`src/rtl/fifo_rd_drain.sv`:
```
// Read-side drain for an asynchronous FIFO: issues reads while space remains downstream,
// absorbs the one-cycle read latency in a circular skid buffer and presents a valid/ready stream.
module fifo_rd_drain #(
    parameter int DATA_WIDTH = 8,
    parameter int SKID_DEPTH = 2,
    parameter int CNT_WIDTH  = 16
) (
    input  logic                  clk_rd,
    input  logic                  rst,
    input  logic                  en,
    input  logic                  empty,
    input  logic [DATA_WIDTH-1:0] data_out,
    output logic                  rd_en,
    output logic                  m_valid,
    input  logic                  m_ready,
    output logic [DATA_WIDTH-1:0] m_data,
    output logic [CNT_WIDTH-1:0]  rd_count,
    output logic                  busy
);

    localparam int PTR_W = (SKID_DEPTH > 2) ? 2 : 1;
    localparam int OCC_W = 4;
    localparam logic [PTR_W-1:0] PTR_LAST  = PTR_W'(SKID_DEPTH - 1);
    localparam logic [OCC_W-1:0] DEPTH_OCC = OCC_W'(SKID_DEPTH);

    logic [DATA_WIDTH-1:0] skid [SKID_DEPTH];
    logic [PTR_W-1:0]      head;
    logic [PTR_W-1:0]      tail;
    logic [OCC_W-1:0]      skid_cnt;
    logic [OCC_W-1:0]      occ;
    logic                  inflight;
    logic                  pop;

    function automatic logic [PTR_W-1:0] ptr_next(input logic [PTR_W-1:0] p);
        return (p == PTR_LAST) ? '0 : p + 1'b1;
    endfunction

    assign m_valid = (skid_cnt != '0);
    assign pop     = m_valid && m_ready;
    // Occupancy after this edge: counting a same-cycle pop keeps rd_en high at full rate.
    assign occ     = skid_cnt + OCC_W'(inflight) - OCC_W'(pop);
    assign rd_en   = en && !empty && !rst && (occ < DEPTH_OCC);
    assign m_data  = m_valid ? skid[head] : '0;
    assign busy    = inflight || m_valid;

    always_ff @(posedge clk_rd or posedge rst) begin
        if (rst) begin
            head     <= '0;
            tail     <= '0;
            skid_cnt <= '0;
            inflight <= 1'b0;
            rd_count <= '0;
        end else begin
            inflight <= rd_en;
            if (rd_en) begin
                rd_count <= rd_count + 1'b1;
            end
            if (inflight) begin
                tail <= ptr_next(tail);
            end
            if (pop) begin
                head <= ptr_next(head);
            end
            if (inflight && !pop) begin
                skid_cnt <= skid_cnt + 1'b1;
            end else if (!inflight && pop) begin
                skid_cnt <= skid_cnt - 1'b1;
            end
        end
    end

    // Storage needs no reset: entries are only visible while counted in skid_cnt.
    always_ff @(posedge clk_rd) begin
        if (inflight) begin
            skid[tail] <= data_out;
        end
    end

endmodule
```
`config.mk`:
```
export PLATFORM = sky130hd
export DESIGN_NAME = fifo_rd_drain
export DESIGN_NICKNAME = d
export VERILOG_FILES = /design/src/rtl/fifo_rd_drain.sv
export SDC_FILE = /design/constraint.sdc
export NUM_CORES = 1
export LEC_CHECK = 0
export CAP_MARGIN = 20
export CORE_MARGIN = 2
export CORE_UTILIZATION = 25
export CTS_CLUSTER_DIAMETER = 30
export CTS_CLUSTER_SIZE = 24
export DETAILED_ROUTE_END_ITERATION = 7
export PLACE_DENSITY = 0.5
export SLEW_MARGIN = 30
export SYNTH_ARGS = -nofsm -noshare
export SYNTH_HDL_FRONTEND = slang
export SYNTH_SLANG_ARGS = --single-unit
```
`constraint.sdc`:
```
create_clock -name clk_rd -period 4.2 [get_ports clk_rd]
set_input_delay 0.84 -clock clk_rd [delete_from_list [all_inputs] [get_ports clk_rd]]
set_output_delay 0.84 -clock clk_rd [all_outputs]
set_load 0.01 [all_outputs]
```
==> results of run 1 <==
[routing by layer]
layer / global-route usage [%] / vias up / part of all wire [%]
li1: - / 615 / -
met2: 13.6 / 33 / 42
met4: 3.03 / 0 / 0.37
met5: 0 / - / 0
met3: 2.66 / 2 / 5.7
met1: 14.4 / 610 / 52
[worst max-delay path: cells and delay by family]
kind	cells	cell delay, ns
adders and majority gates	2	0.65
buffers and inverters	4	0.73
and+or+nand+nor	4	0.58
xor gates and xnor gates	1	0.16
[sequential cells by signal, summed over array words and instances (netlist names)]
signal / cells
skid_cnt: 4
head: 1
tail: 1
inflight: 1
rd_count: 16
skid: 16
[cell usage after synthesis, drive strengths merged, types with 3 or more instances]
master	count	area, um2
and2	3	18.8
nand3	5	25.0
nor4	5	62.6
nand2	9	36.3
xor2	10	87.6
edfxtp	16	480
dfrtp	23	576
ha	8	100
nor2	12	45.0
inv	10	37.5
mux2i	8	80.1
nand4	6	37.5
xnor2	13	133
a21oi	3	15.0
[kinds of logic (layout without fill, tap and decap cells)]
logic type	count (synthesis)	in the layout	synth area share (%)
compound gates	5	5	1.45
xor+xnor	23	23	11.6
fa+ha+maj	10	10	7.40
buf+inv	13	64	2.64
flops	39	39	55.7
mux	10	10	5.42
simple gates	49	49	15.7
[power groups by stage]
stage               combinational [mW]  clock, mW  sequential, mW
floorplan                        0.435          0           0.509
global placement                 0.615          0           0.539
detailed placement               0.621          0           0.539
CTS                              0.627      0.388           0.531
global route                     0.689      0.402           0.540
finish                           0.622      0.376           0.529
[timing repair]
item / 4_1_cts / 5_1_grt
endpoints found under the setup margin: 1 / 1
setup buffers: 0 / 1
resized for setup: 1 / 1
pin swaps: 1 / 1
[cell type report]
type                    count  area share [%]
flip-flops and latches     39            40.7
clock inverters             3            2.61
inverters                  10            1.45
well taps                  99            4.78
multi-input cells          97            30.6
repair buffers             46            17.2
clock buffers               5            2.65
[cells in the final DEF (no fill, tap or decap), types with 2 or more instances in the layout]
cell type,n
mux2i_1,8
clkbuf_8,5
nand2_1,8
dfrtp_1,23
inv_1,8
ha_1,8
buf_4,7
inv_2,2
xnor2_1,12
bufinv_16,2
a21oi_1,3
xor2_1,10
nand4_1,6
nand3_1,5
nor2_1,12
and3_1,2
nor4_2,5
edfxtp_1,16
clkdlybuf4s50_1,38
fa_1,2
and2_1,3
[path summary, 6_finish.rpt]
kind                             startpoint      endpoint  slack, ns
worst max-delay path                m_ready         rd_en       0.41
worst min-delay path                   tail          tail       0.49
worst max register to register  skid_cnt[2]  rd_count[14]       1.01
worst min register to register         tail          tail       0.49
max in group asynchronous               rst      inflight       2.95
min in group asynchronous               rst          head       0.92
[stage by stage]
stage,cells,setup slack (ns)
floorplan,149,0.584
global placement,290,-0.0200
detailed placement,290,-0.000119
CTS,298,0.0150
global route,299,0.239
finish,299,0.410
==> flow_summary.yaml, run 1 <==
drt:
  post-route-drc-count: 0
  routedWlPerCell_um: 12.7
  drtIter0Drc: 36
  postRouteAntennaNets: 0
  vias: 1260
  firstDrtPassIters: 3
  avgViaCountPerCell: 4.21
  routed_wl_mm: 3.80
floorplan:
  dieHeight_um: 91.0
  die-area_mm2: 0.00829
  core_mm2: 0.00729
  die_w_um: 91.0
  rows: 31
  initial_core_util_pct: 26.0
  pin_count: 40
setup_path:
  cp_max_fo: 2
  start_kind: "input port"
  critPathRequiredTime_ns: 3.36
  critPathKind: "input port to primary output"
  rr_worst_depth: 16
  endpoint_kind: "primary output"
  critPathMaxStageDelay_ns: 0.40
  arrival_ns: 2.95
  path_cells: "clkdlybuf4s50_1, nand2_1, inv_1, ha_1, nand2b_1, fa_1, xor2_1, nand4_1, nor3b_2, buf_4, dlymetal6s2s_1"
  cpMaxStageDelayCell: "clkdlybuf4s50_1"
power:
  ir_worst_vdd_mv: 0.232
  power_mw: 1.53
  p_per_area_mw_per_mm2: 589
  p_seq_share_pct: 34.7
  p_comb_share_pct: 40.7
  p_leak_nw: 1.08
  p_int_mw: 1.01
  clock_power_share_pct: 24.6
  p_sw_mw: 0.518
  switching_share_pct: 34.0
sta:
  timing.final.crit_share_pct: 90.2
  clock_skew_ns: 0.00704
  fin_crit_ns: 3.79
  report.final.slew_viol_count: 0
  hold_violations: 0
  setup_viol: 0
  rsz0062_at_grt: "no"
  hold_slack_ns: 0.487
  tightest_slew_ns: 0.714
  fin_tns_setup_ns: 0
  max-slew-margin-rel_pct: 52.2
  fmax_mhz: 264
logic_synthesis:
  avgSynthCellArea_um2: 12.7
  ys_ff_latch: 39
  synthFlopType: "dfrtp_1"
  ys_seq_area_share_pct: 55.7
  synth_edf_count: 16
  ys_warn_count: 0
  ys_types: 32
  syn_area_mm2: 0.00189
  synthArstFlopShare_pct: 59.0
  syn_inst: 149
  synth_nets: 172
grt:
  grt_first_pass_wirelength_mm: 6.33
  grt_max_degree: 24
  overflow: 0
  grt_usage_pct: 9.67
  grt_pass1_vias: 1260
  antenna_found_initial: 0
place:
  place.gp.congestion: 0.749
  placement.cell_area_mm2: 0.00244
  dp_hpwl_mm: 2.73
  io_buffer_count: 39
min_path:
  min_path_cells: 1
  hold_class: "register to register"
cells_and_area:
  drive_gt1_share_pct: 14.0
  fin_area_mm2: 0.00259
  regArea_mm2: 0.00106
  insertedDiodeCount: 0
  nets: 222
  post-route-util_pct: 35.6
  fillers: 753
  multiInputGateArea_um2: 793
  syn_to_final_growth_pct: 36.9
clocking:
  cts_hold_buf: 0
  clockBufferDepth: 2
  cts_tree: "done"
  cts_made_buffers: 5
  ctsHtreeMaxLevel: 2
  insertion_delay_ns: 0.29
  clock_sinks: 39
  clk_transition_reported_paths_ns: 0.08
  root_buffer: "clkbuf_8"
flow_run:
  drv_cap: 0
outcome:
  status: "finished clean"
No activity file was read; power rests on OpenSTA's default activity.
==> run 2, diff against run 1 <==
--- a/config.mk
+++ b/config.mk
@@ -8,6 +8,7 @@
 export CAP_MARGIN = 20
 export CORE_MARGIN = 2
 export CORE_UTILIZATION = 25
+export CTS_BUF_LIST = sky130_fd_sc_hd__clkbuf_4 sky130_fd_sc_hd__clkbuf_8
 export CTS_CLUSTER_DIAMETER = 30
 export CTS_CLUSTER_SIZE = 24
 export DETAILED_ROUTE_END_ITERATION = 7
==> results of run 2 <==
No change in the layout: final DEF, timing and power equal those of run 1.
